===== config.mk =====
export PLATFORM = sky130hd
export DESIGN_NAME = fifo_drain_ctrl
export DESIGN_NICKNAME = d
export VERILOG_FILES = /design/src/rtl/fifo_pkg.sv /design/src/rtl/fifo_skid_buf.sv /design/src/rtl/fifo_drain_ctrl.sv
export SDC_FILE = /design/constraint.sdc
export NUM_CORES = 1
export LEC_CHECK = 0
export CAP_MARGIN = 10
export CORE_MARGIN = 4
export CORE_UTILIZATION = 41
export DETAILED_ROUTE_END_ITERATION = 7
export PLACE_DENSITY = 0.71
export SYNTH_ARGS = -nofsm -noshare
export SYNTH_HDL_FRONTEND = slang
export SYNTH_SLANG_ARGS = --single-unit

===== constraint.sdc =====
create_clock -name clk -period 1.75 [get_ports clk]
set_clock_uncertainty 0.2 [all_clocks]
set_input_delay 0.175 -clock clk [delete_from_list [all_inputs] [get_ports clk]]
set_output_delay 0.175 -clock clk [all_outputs]
set_load 0.005 [all_outputs]

===== src/rtl/fifo_pkg.sv =====
// Shared types for the FIFO read-side drain engine.
package fifo_pkg;
  typedef enum logic [1:0] {IDLE, RUN, DRAIN} drain_state_t;
  localparam int FIFO_DATA_W = 8;
endpackage


===== src/rtl/fifo_skid_buf.sv =====
// Ring skid buffer: DEPTH entries, push at tail, pop at head, head word always visible.
// Storage is reset to zero so the head output reads 0 out of reset.
module fifo_skid_buf
  import fifo_pkg::*;
#(
  parameter int DATA_W = FIFO_DATA_W,
  parameter int DEPTH  = 2,
  localparam int PW    = (DEPTH > 1) ? $clog2(DEPTH) : 1,
  localparam int OW    = $clog2(DEPTH + 1)
) (
  input  logic              clk,
  input  logic              rst,
  input  logic              push,
  input  logic              pop,
  input  logic [DATA_W-1:0] din,
  output logic [DATA_W-1:0] head_data,
  output logic [OW-1:0]     occ
);

  logic [DEPTH-1:0][DATA_W-1:0] mem;
  logic [PW-1:0]                hd, tl;

  // Pointers wrap modulo DEPTH, which need not be a power of two.
  function automatic logic [PW-1:0] nxt(input logic [PW-1:0] p);
    return (p == PW'(DEPTH - 1)) ? '0 : p + 1'b1;
  endfunction

  // Storage, pointers and occupancy; push+pop on one edge leaves occ unchanged.
  always_ff @(posedge clk or posedge rst) begin
    if (rst) begin
      mem <= '0;
      hd  <= '0;
      tl  <= '0;
      occ <= '0;
    end else begin
      if (push) begin
        mem[tl] <= din;
        tl      <= nxt(tl);
      end
      if (pop) hd <= nxt(hd);
      case ({push, pop})
        2'b10:   occ <= occ + 1'b1;
        2'b01:   occ <= occ - 1'b1;
        default: ;
      endcase
    end
  end

  assign head_data = mem[hd];

`ifndef SYNTHESIS
  // The credit check upstream must keep the ring from ever overflowing or underflowing.
  overflow_chk: assert property (@(posedge clk) disable iff (rst)
    !(push && !pop && occ == OW'(DEPTH)));
  underflow_chk: assert property (@(posedge clk) disable iff (rst)
    !(pop && occ == '0));
`endif

endmodule


===== src/rtl/fifo_drain_ctrl.sv =====
// Read-side engine for the 16x8 sync FIFO: issues reads, absorbs the 1-cycle read latency
// in a skid buffer and re-emits words on a valid/ready stream at one word per clock.
// Optional macro STATS_EN adds the pop_cnt port and handshake counter.
module fifo_drain_ctrl
  import fifo_pkg::*;
#(
  parameter int DATA_W     = FIFO_DATA_W,
  parameter int SKID_DEPTH = 2,
  parameter int CNT_W      = 16
) (
  input  logic              clk,
  input  logic              rst,
  input  logic              en,
  output logic              fifo_rd,
  input  logic [DATA_W-1:0] fifo_dout,
  input  logic              fifo_empty,
  output logic              m_valid,
  input  logic              m_ready,
  output logic [DATA_W-1:0] m_data,
  output logic              busy
`ifdef STATS_EN
  ,
  output logic [CNT_W-1:0]  pop_cnt
`endif
);

  localparam int OW = $clog2(SKID_DEPTH + 1);
  localparam int CW = OW + 1;

  drain_state_t  state;
  logic          inflight;
  logic          pop;
  logic [OW-1:0] occ;
  logic [CW-1:0] used;

  assign m_valid = (occ != '0);
  assign pop     = m_valid && m_ready;

  // Slots committed after this edge; counting the pop here keeps sustained flow bubble-free.
  assign used    = CW'(occ) + CW'(inflight) - CW'(pop);
  assign fifo_rd = (state == RUN) && !fifo_empty && (used < CW'(SKID_DEPTH));

  assign busy    = (state != IDLE) || inflight || m_valid;

  // Run/stop FSM; DRAIN waits for the in-flight word and the buffer to empty.
  always_ff @(posedge clk or posedge rst) begin
    if (rst) begin
      state <= IDLE;
    end else begin
      unique case (state)
        IDLE:    if (en) state <= RUN;
        RUN:     if (!en) state <= DRAIN;
        DRAIN:   if (en) state <= RUN;
                 else if (!inflight && occ == '0) state <= IDLE;
        default: state <= IDLE;
      endcase
    end
  end

  // An accepted read returns data next cycle; fifo_rd already implies !fifo_empty.
  always_ff @(posedge clk or posedge rst) begin
    if (rst) inflight <= 1'b0;
    else     inflight <= fifo_rd;
  end

  fifo_skid_buf #(
    .DATA_W (DATA_W),
    .DEPTH  (SKID_DEPTH)
  ) u_skid (
    .clk       (clk),
    .rst       (rst),
    .push      (inflight),
    .pop       (pop),
    .din       (fifo_dout),
    .head_data (m_data),
    .occ       (occ)
  );

`ifdef STATS_EN
  // Free-running count of stream handshakes, wraps naturally.
  always_ff @(posedge clk or posedge rst) begin
    if (rst)      pop_cnt <= '0;
    else if (pop) pop_cnt <= pop_cnt + 1'b1;
  end
`endif

endmodule


==> summary.md, run 1 <==
| Metric | Value |
|---|---|
| Slew @ Worst Pin | 0.374 ns |
| CP Data Arrival Time | 2.02 ns |
| Wire per inst | 13.9 um |
| Worst-Skew Late Latency | 0.30 ns |
| WP data required | 1.37 ns |
| Area Overhead vs Synth | 36.7% |
| Post-synth top area cell | dfrtp_1 |
| Die height | 59.7 um |
| Pwr dens | 1520 nW/um^2 |
| Drc violations | 0 |
| Yosys reg bits | 23 |
| Number of I/O pins | 24 |
| Post-synth net total | 91 |
| Nets | 131 |
| Initial Util | 43.4% |
| Number of flops mapped to enable cells by yosys | 0 |
| Mean post-synth cell area | 14.2 um^2 |
| Flop pwr share | 39.1% |
| Worst min path class | in -> async |
| Routed vias | 727 |
| Top cells by area, synth | dfrtp_1, mux2_2, mux2_4 |
| I/O Buffers | 23 |
| Final Hold Fails | 0 |
| Post-route ant nets | 0 |
| Vias per cell | 4.98 |
| Pin count of the biggest net entering global routing | 24 |
| Core area | 2520 um^2 |
| Worst slew margin | 75.0% |
| Fin. max-slew vios | 0 |
| Seq/Total Area, Yosys | 52.6% |
| Num CTS Buffers | 3 |
| Final wirelength | 2030 um |
| Seq. cell area | 578 um^2 |
| # fillers | 229 |
| Run status | complete, but fails checks |
| Die width | 59.7 um |
| Power Total | 2.27 mW |
| Worst vdd ir | 0.000905 V |
| Total Routing Usage GR | 13.5% |
| Congestion Overflow GR | 0 |
| HPWL Detailed | 1420 um |
| Design internal power | 1.64 mW |
| Most common cell in the netlist | dfrtp_1 |
| CP max stage cell | dfrtp_1 |
| Worst-path cell chain | and3b_2, o21ai_2, fa_2, xor2_1, nor4b_2, buf_2 |
| Area of the multi-input gates | 515 um^2 |
| Count of cell types in the netlist | 24 |
| Synth warnings | 0 |
| Syn Std Cell Area | 1090 um^2 |
| Clock power frac | 10.3% |
| Worst path max stage delay | 0.41 ns |
| Share of layout cells above drive strength 1 | 53.4% |
| Fin util | 59.3% |
| Number of global-route vias before repair | 804 |
| Placed Cells incl. Taps | 134 |
| Static leakage | 0.685 nW |
| Synth async-reset ratio | 100% |
| Failing checks | setup timing |
| Clk pin slew, worst setup/hold paths | 0.12 ns |
| TritonCTS clock tree | built |
| Max Fclk | 418 MHz |
| Antenna cells | 0 |
| First-pass GRT wire length | 3550 um |
| Synth top cells by count | dfrtp_1, mux2_2, mux2_4 |
| Clock sink count | 23 |
| CP max FO | 3 |
| Die area | 3560 um^2 |
| Worst Setup Path Type | reg -> out |
| RSZ-0062 raised after global routing | yes |
| Initial antenna violation count | 0 |
| Pre-Repair DR Iteration Count | 4 |
| Top-area cell type share of the netlist area | 52.6% |
| R2r worst-path depth | 5 |
| Tcrit/Tclk final | 137% |
| Final cell count without fillers | 146 |
| H-Tree Depth | 1 |
| Crit path capture type | primary output |
| Root Driver | clkbuf_4 |
| Synthesized instance count | 77 |
| Maximum buffer depth of the clock tree | 2 |
| Comb pwr share | 50.6% |
| # rows | 18 |
| Setup Viol. Count Final | 4 |
| Switching pwr | 0.638 mW |
| Main synth FF type | dfrtp_1 |
| Max-cap violations | 0 |
| Final Critical Period | 2.39 ns |
| Switching portion of total power | 28.0% |
| Initial DRC Count | 13 |
| Final worst slack | -0.641 ns |
| CP Launch Type | register |
| Placer Congestion | 0.668 |
[through the flow]
stage | TNS, ns | hold WS [ns] | setup slack [ns] | area (um^2)
floorplan | -0.281 | -0.0231 | -0.168 | 1110
global placement | -1.44 | 0.281 | -0.929 | 1400
CTS | -1.57 | 0.00102 | -0.695 | 1480
finish | -0.940 | 0.00498 | -0.641 | 1500
global route | -1.62 | 0.0178 | -0.787 | 1500
detailed placement | -1.58 | 0.290 | -1.00 | 1400
[cells in the final DEF, fill, tap and decap left out, types with 2 or more instances in the layout]
master           Yosys  layout
a21oi_1              2       2
buf_2                1       5
buf_4                0       7
buf_6                2      10
clkbuf_2             0       3
clkbuf_4             0       3
clkdlybuf4s50_1      0      12
dfrtp_1             23      21
dfrtp_2              0       2
mux2_2              16      13
mux2_4               8      11
nand2_1              2       2
nor2_1               2       2
nor2b_1              2       2
o21ai_0              3       2
xnor2_1              2       2
xor2_1               2       2
[final timing paths]
path | start | endpoint | slack, ns
worst max-delay path | u_skid.occ[0]$_DFFE_PP0P_ | fifo_rd | -0.64
worst min-delay path | rst | u_skid.mem[15]$_DFFE_PP0P_ | 0.005
worst max register to register | u_skid.occ[0]$_DFFE_PP0P_ | inflight$_DFF_PP0_ | -0.09
worst min register to register | u_skid.mem[13]$_DFFE_PP0P_ | u_skid.mem[13]$_DFFE_PP0P_ | 0.32
max in group asynchronous | rst | u_skid.hd$_DFFE_PP0P_ | 1.10
min in group clk | en | state[1]$_DFFE_PP0P_ | 0.21
[power groups by stage]
stage | Combinational, mW | Clock (mW) | Sequential [mW]
final | 1.15 | 0.235 | 0.889
after global placement | 0.963 | 0 | 0.912
after CTS | 1.08 | 0.253 | 0.887
after detailed placement | 0.977 | 0 | 0.929
after floorplan | 0.591 | 0 | 0.860
after global routing | 1.24 | 0.277 | 0.921
[logic make-up (layout without fill, tap and decap cells)]
kind of cell | after synthesis | count (layout) | synth area share (%)
AO/OA/AOI/OAI | 7 | 7 | 3.66
XOR/XNOR | 4 | 4 | 3.20
adder cells (fa/ha/maj) | 1 | 1 | 1.83
buffers and inverters | 4 | 43 | 2.86
flip-flops | 23 | 23 | 52.6
multiplexers | 24 | 24 | 27.4
AND/OR/NAND/NOR | 14 | 14 | 8.46
[final cells by class]
| cell class | count | share of cell area (%) |
|---|---|---|
| clock inverter | 1 | 0.334 |
| multi-input combinational | 50 | 34.4 |
| inverter | 1 | 0.251 |
| sequential | 23 | 38.6 |
| tap | 30 | 2.51 |
| timing repair buffer | 38 | 22.3 |
| clock buffer | 3 | 1.51 |
[repair_timing]
item	CTS	global route
endpoints found under the setup margin	12	12
setup buffers	9	1
hold buffers	0	0
gates resized for setup	42	14
pin swaps	1	0
[registers in the layout (all words and copies together), names as in the netlist]
name,count
u_skid.occ,2
state,2
u_skid.mem,16
u_skid.hd,1
inflight,1
u_skid.tl,1
[worst max-delay path, delay by kind of cell, from the launching register on]
family	cells	cell delay [ns]
DFF	1	0.41
xor gates and xnor gates	1	0.16
adders and majority gates	1	0.33
AOI/OAI and AO/OA	1	0.08
and+or+nand+nor	2	0.58
buffers and inverters	1	0.17
[routing by layer]
| metal | part of all wire, % | wire length (um) | vias up | track usage (%) |
|---|---|---|---|---|
| li1 | - | - | 349 | - |
| met1 | 44 | 894 | 361 | 17.3 |
| met2 | 49 | 992 | 15 | 22.2 |
| met3 | 6.4 | 129 | 2 | 3.02 |
| met4 | 0.54 | 11 | 0 | 4.75 |
| met5 | 0 | 0 | - | 0 |
(Power assumes the default switching activity.)
==> inputs of run 2 (changes only) <==
Settings changed: MAX_ROUTING_LAYER set to met4.
==> summary.md, run 2 (synthesized netlist as in run 1, its figures left out) <==
| Metric | Value |
|---|---|
| Design internal power | 1.64 mW |
| Area Overhead vs Synth | 38.4% |
| Clk pin slew, worst setup/hold paths | 0.12 ns |
| Number of global-route vias before repair | 800 |
| Initial Util | 43.4% |
| Total Routing Usage GR | 13.8% |
| Die height | 59.7 um |
| Share of layout cells above drive strength 1 | 56.8% |
| Worst min path class | in -> async |
| Worst vdd ir | 0.000911 V |
| Largest reg by FF count | u_skid.mem |
| Initial DRC Count | 10 |
| Met3 WL | 121 um |
| Tcrit/Tclk final | 136% |
| Worst-Skew Late Latency | 0.30 ns |
| Fin. max-slew vios | 0 |
| Die width | 59.7 um |
| CP Launch Type | register |
| Clock sink count | 23 |
| Switching pwr | 0.644 mW |
| Regs by FF count | u_skid.mem (16), state (2), u_skid.occ (2) |
| Flop pwr share | 38.9% |
| Slew @ Worst Pin | 0.372 ns |
| Setup TNS | -0.935 ns |
| Commonest non-fill, non-tap cells in the layout | dfrtp_1, mux2_2, clkdlybuf4s50_1, mux2_4, buf_6 |
| Num CTS Buffers | 3 |
| Root Driver | clkbuf_4 |
| Worst slew margin | 75.1% |
| Max Fclk | 419 MHz |
| RR Endpoint | inflight$_DFF_PP0_ |
| Pwr dens | 1510 nW/um^2 |
| Critical Path Start | u_skid.occ[0]$_DFFE_PP0P_ |
| Pre-Repair DR Iteration Count | 4 |
| # rows | 18 |
| Run status | complete, but fails checks |
| Pin count of the biggest net entering global routing | 24 |
| DP Worst Slack | -1.00 ns |
| Post-route ant nets | 0 |
| Maximum buffer depth of the clock tree | 2 |
| Die area | 3560 um^2 |
| Number of flip-flops in the largest register | 16 |
| Wire per inst | 14.1 um |
| Final Critical Period | 2.39 ns |
| First-pass GRT wire length | 3550 um |
| Placer Congestion | 0.674 |
| Static leakage | 0.697 nW |
| Clock power frac | 10.3% |
| Fin util | 60.1% |
| Antenna cells | 0 |
| Congestion Overflow GR | 0 |
| Max-cap violations | 0 |
| Final Hold Fails | 0 |
| R2r worst-path depth | 5 |
| TritonCTS clock tree | built |
| R2R setup slack | -0.09 ns |
| H-Tree Depth | 1 |
| Setup Viol. Count Final | 4 |
| Setup crit end | fifo_rd |
| WP data required | 1.37 ns |
| Final worst slack | -0.638 ns |
| Failing checks | setup timing |
| Met2 wire length | 1070 um |
| Worst R2R Start | u_skid.occ[0]$_DFFE_PP0P_ |
| Comb pwr share | 50.8% |
| Final wirelength | 2090 um |
| Crit path capture type | primary output |
| Cts-stage hold buffer count | 0 |
| Initial antenna violation count | 0 |
| WL met1 | 885 um |
| Vias per cell | 4.97 |
| HPWL Detailed | 1420 um |
| Worst Setup Path Type | reg -> out |
| Switching portion of total power | 28.2% |
| CP max FO | 3 |
| Core area | 2520 um^2 |
| Routed vias | 735 |
| Top layer in use | met4 |
| Number of I/O pins | 24 |
| CP Data Arrival Time | 2.01 ns |
| Drc violations | 0 |
| Nets | 133 |
| I/O Buffers | 23 |
| RSZ-0062 raised after global routing | yes |
| Commonest non-fill, non-tap cell in the layout | dfrtp_1 |
## run 2: cell count changes in the layout (fill, tap and decap cells not counted)
cell,before,now
buf_4,7,9
clkbuf_2,3,4
dlygate4sd2_1,1,0
nor2_1,2,1
nor2_2,0,1
nor3_1,1,0
nor3_2,0,1
## run 2: metrics by stage
stage,instances,power (mW),hold WS (ns),area [um^2]
after floorplan,77,1.45,-0.0231,1110
after global placement,134,1.88,0.281,1400
after detailed placement,134,1.91,0.290,1400
after CTS,147,2.22,0.00102,1480
after global routing,148,2.45,0.0156,1520
final,148,2.29,0.00255,1520
## run 2: area by class of cell
type                       count  area [um^2]
clock inverter                 1         5.00
inverter                       1         3.75
timing repair buffer          40          345
multi-input combinational     50          523
sequential                    23          578
fill                         227         1010
clock buffer                   3         22.5
tap                           30         37.5
## run 2: timing repair
action                     in CTS  in global routing
pin swaps                       1                  0
setup endpoints to repair      12                 12
setup buffers                   9                  4
gates resized for setup        42                 18
## run 2: worst min path at each step
stage,end,start,depth (start not counted)
final,u_skid.mem[12]$_DFFE_PP0P_,rst,3
after global routing,u_skid.occ[0]$_DFFE_PP0P_,rst,3
after CTS,state[1]$_DFFE_PP0P_,rst,3
after detailed placement,u_skid.mem[15]$_DFFE_PP0P_,u_skid.mem[15]$_DFFE_PP0P_,1
after global placement,u_skid.mem[14]$_DFFE_PP0P_,u_skid.mem[14]$_DFFE_PP0P_,1
after floorplan,inflight$_DFF_PP0_,rst,1
## run 2: worst max-delay path, cell delays in order (launching register included)
cell	delay [ns]
dfrtp_1	0.41
and3b_2	0.29
o21ai_2	0.08
fa_2	0.33
xor2_1	0.16
nor4b_2	0.29
buf_2	0.17
## run 2: routing by layer
layer / vias up / track usage (%)
li1: 352 / -
met1: 364 / 16.9
met2: 17 / 22.7
met3: 2 / 2.81
met4: 0 / 4.75
met5: - / -
## run 2: power groups by stage
stage	Combinational [mW]	Sequential (mW)	Clock (mW)
6_report	1.16	0.889	0.236
5_1_grt	1.25	0.921	0.277
4_1_cts	1.08	0.887	0.253
3_5_place_dp	0.977	0.929	0
3_3_place_gp	0.963	0.912	0
2_1_floorplan	0.591	0.860	0
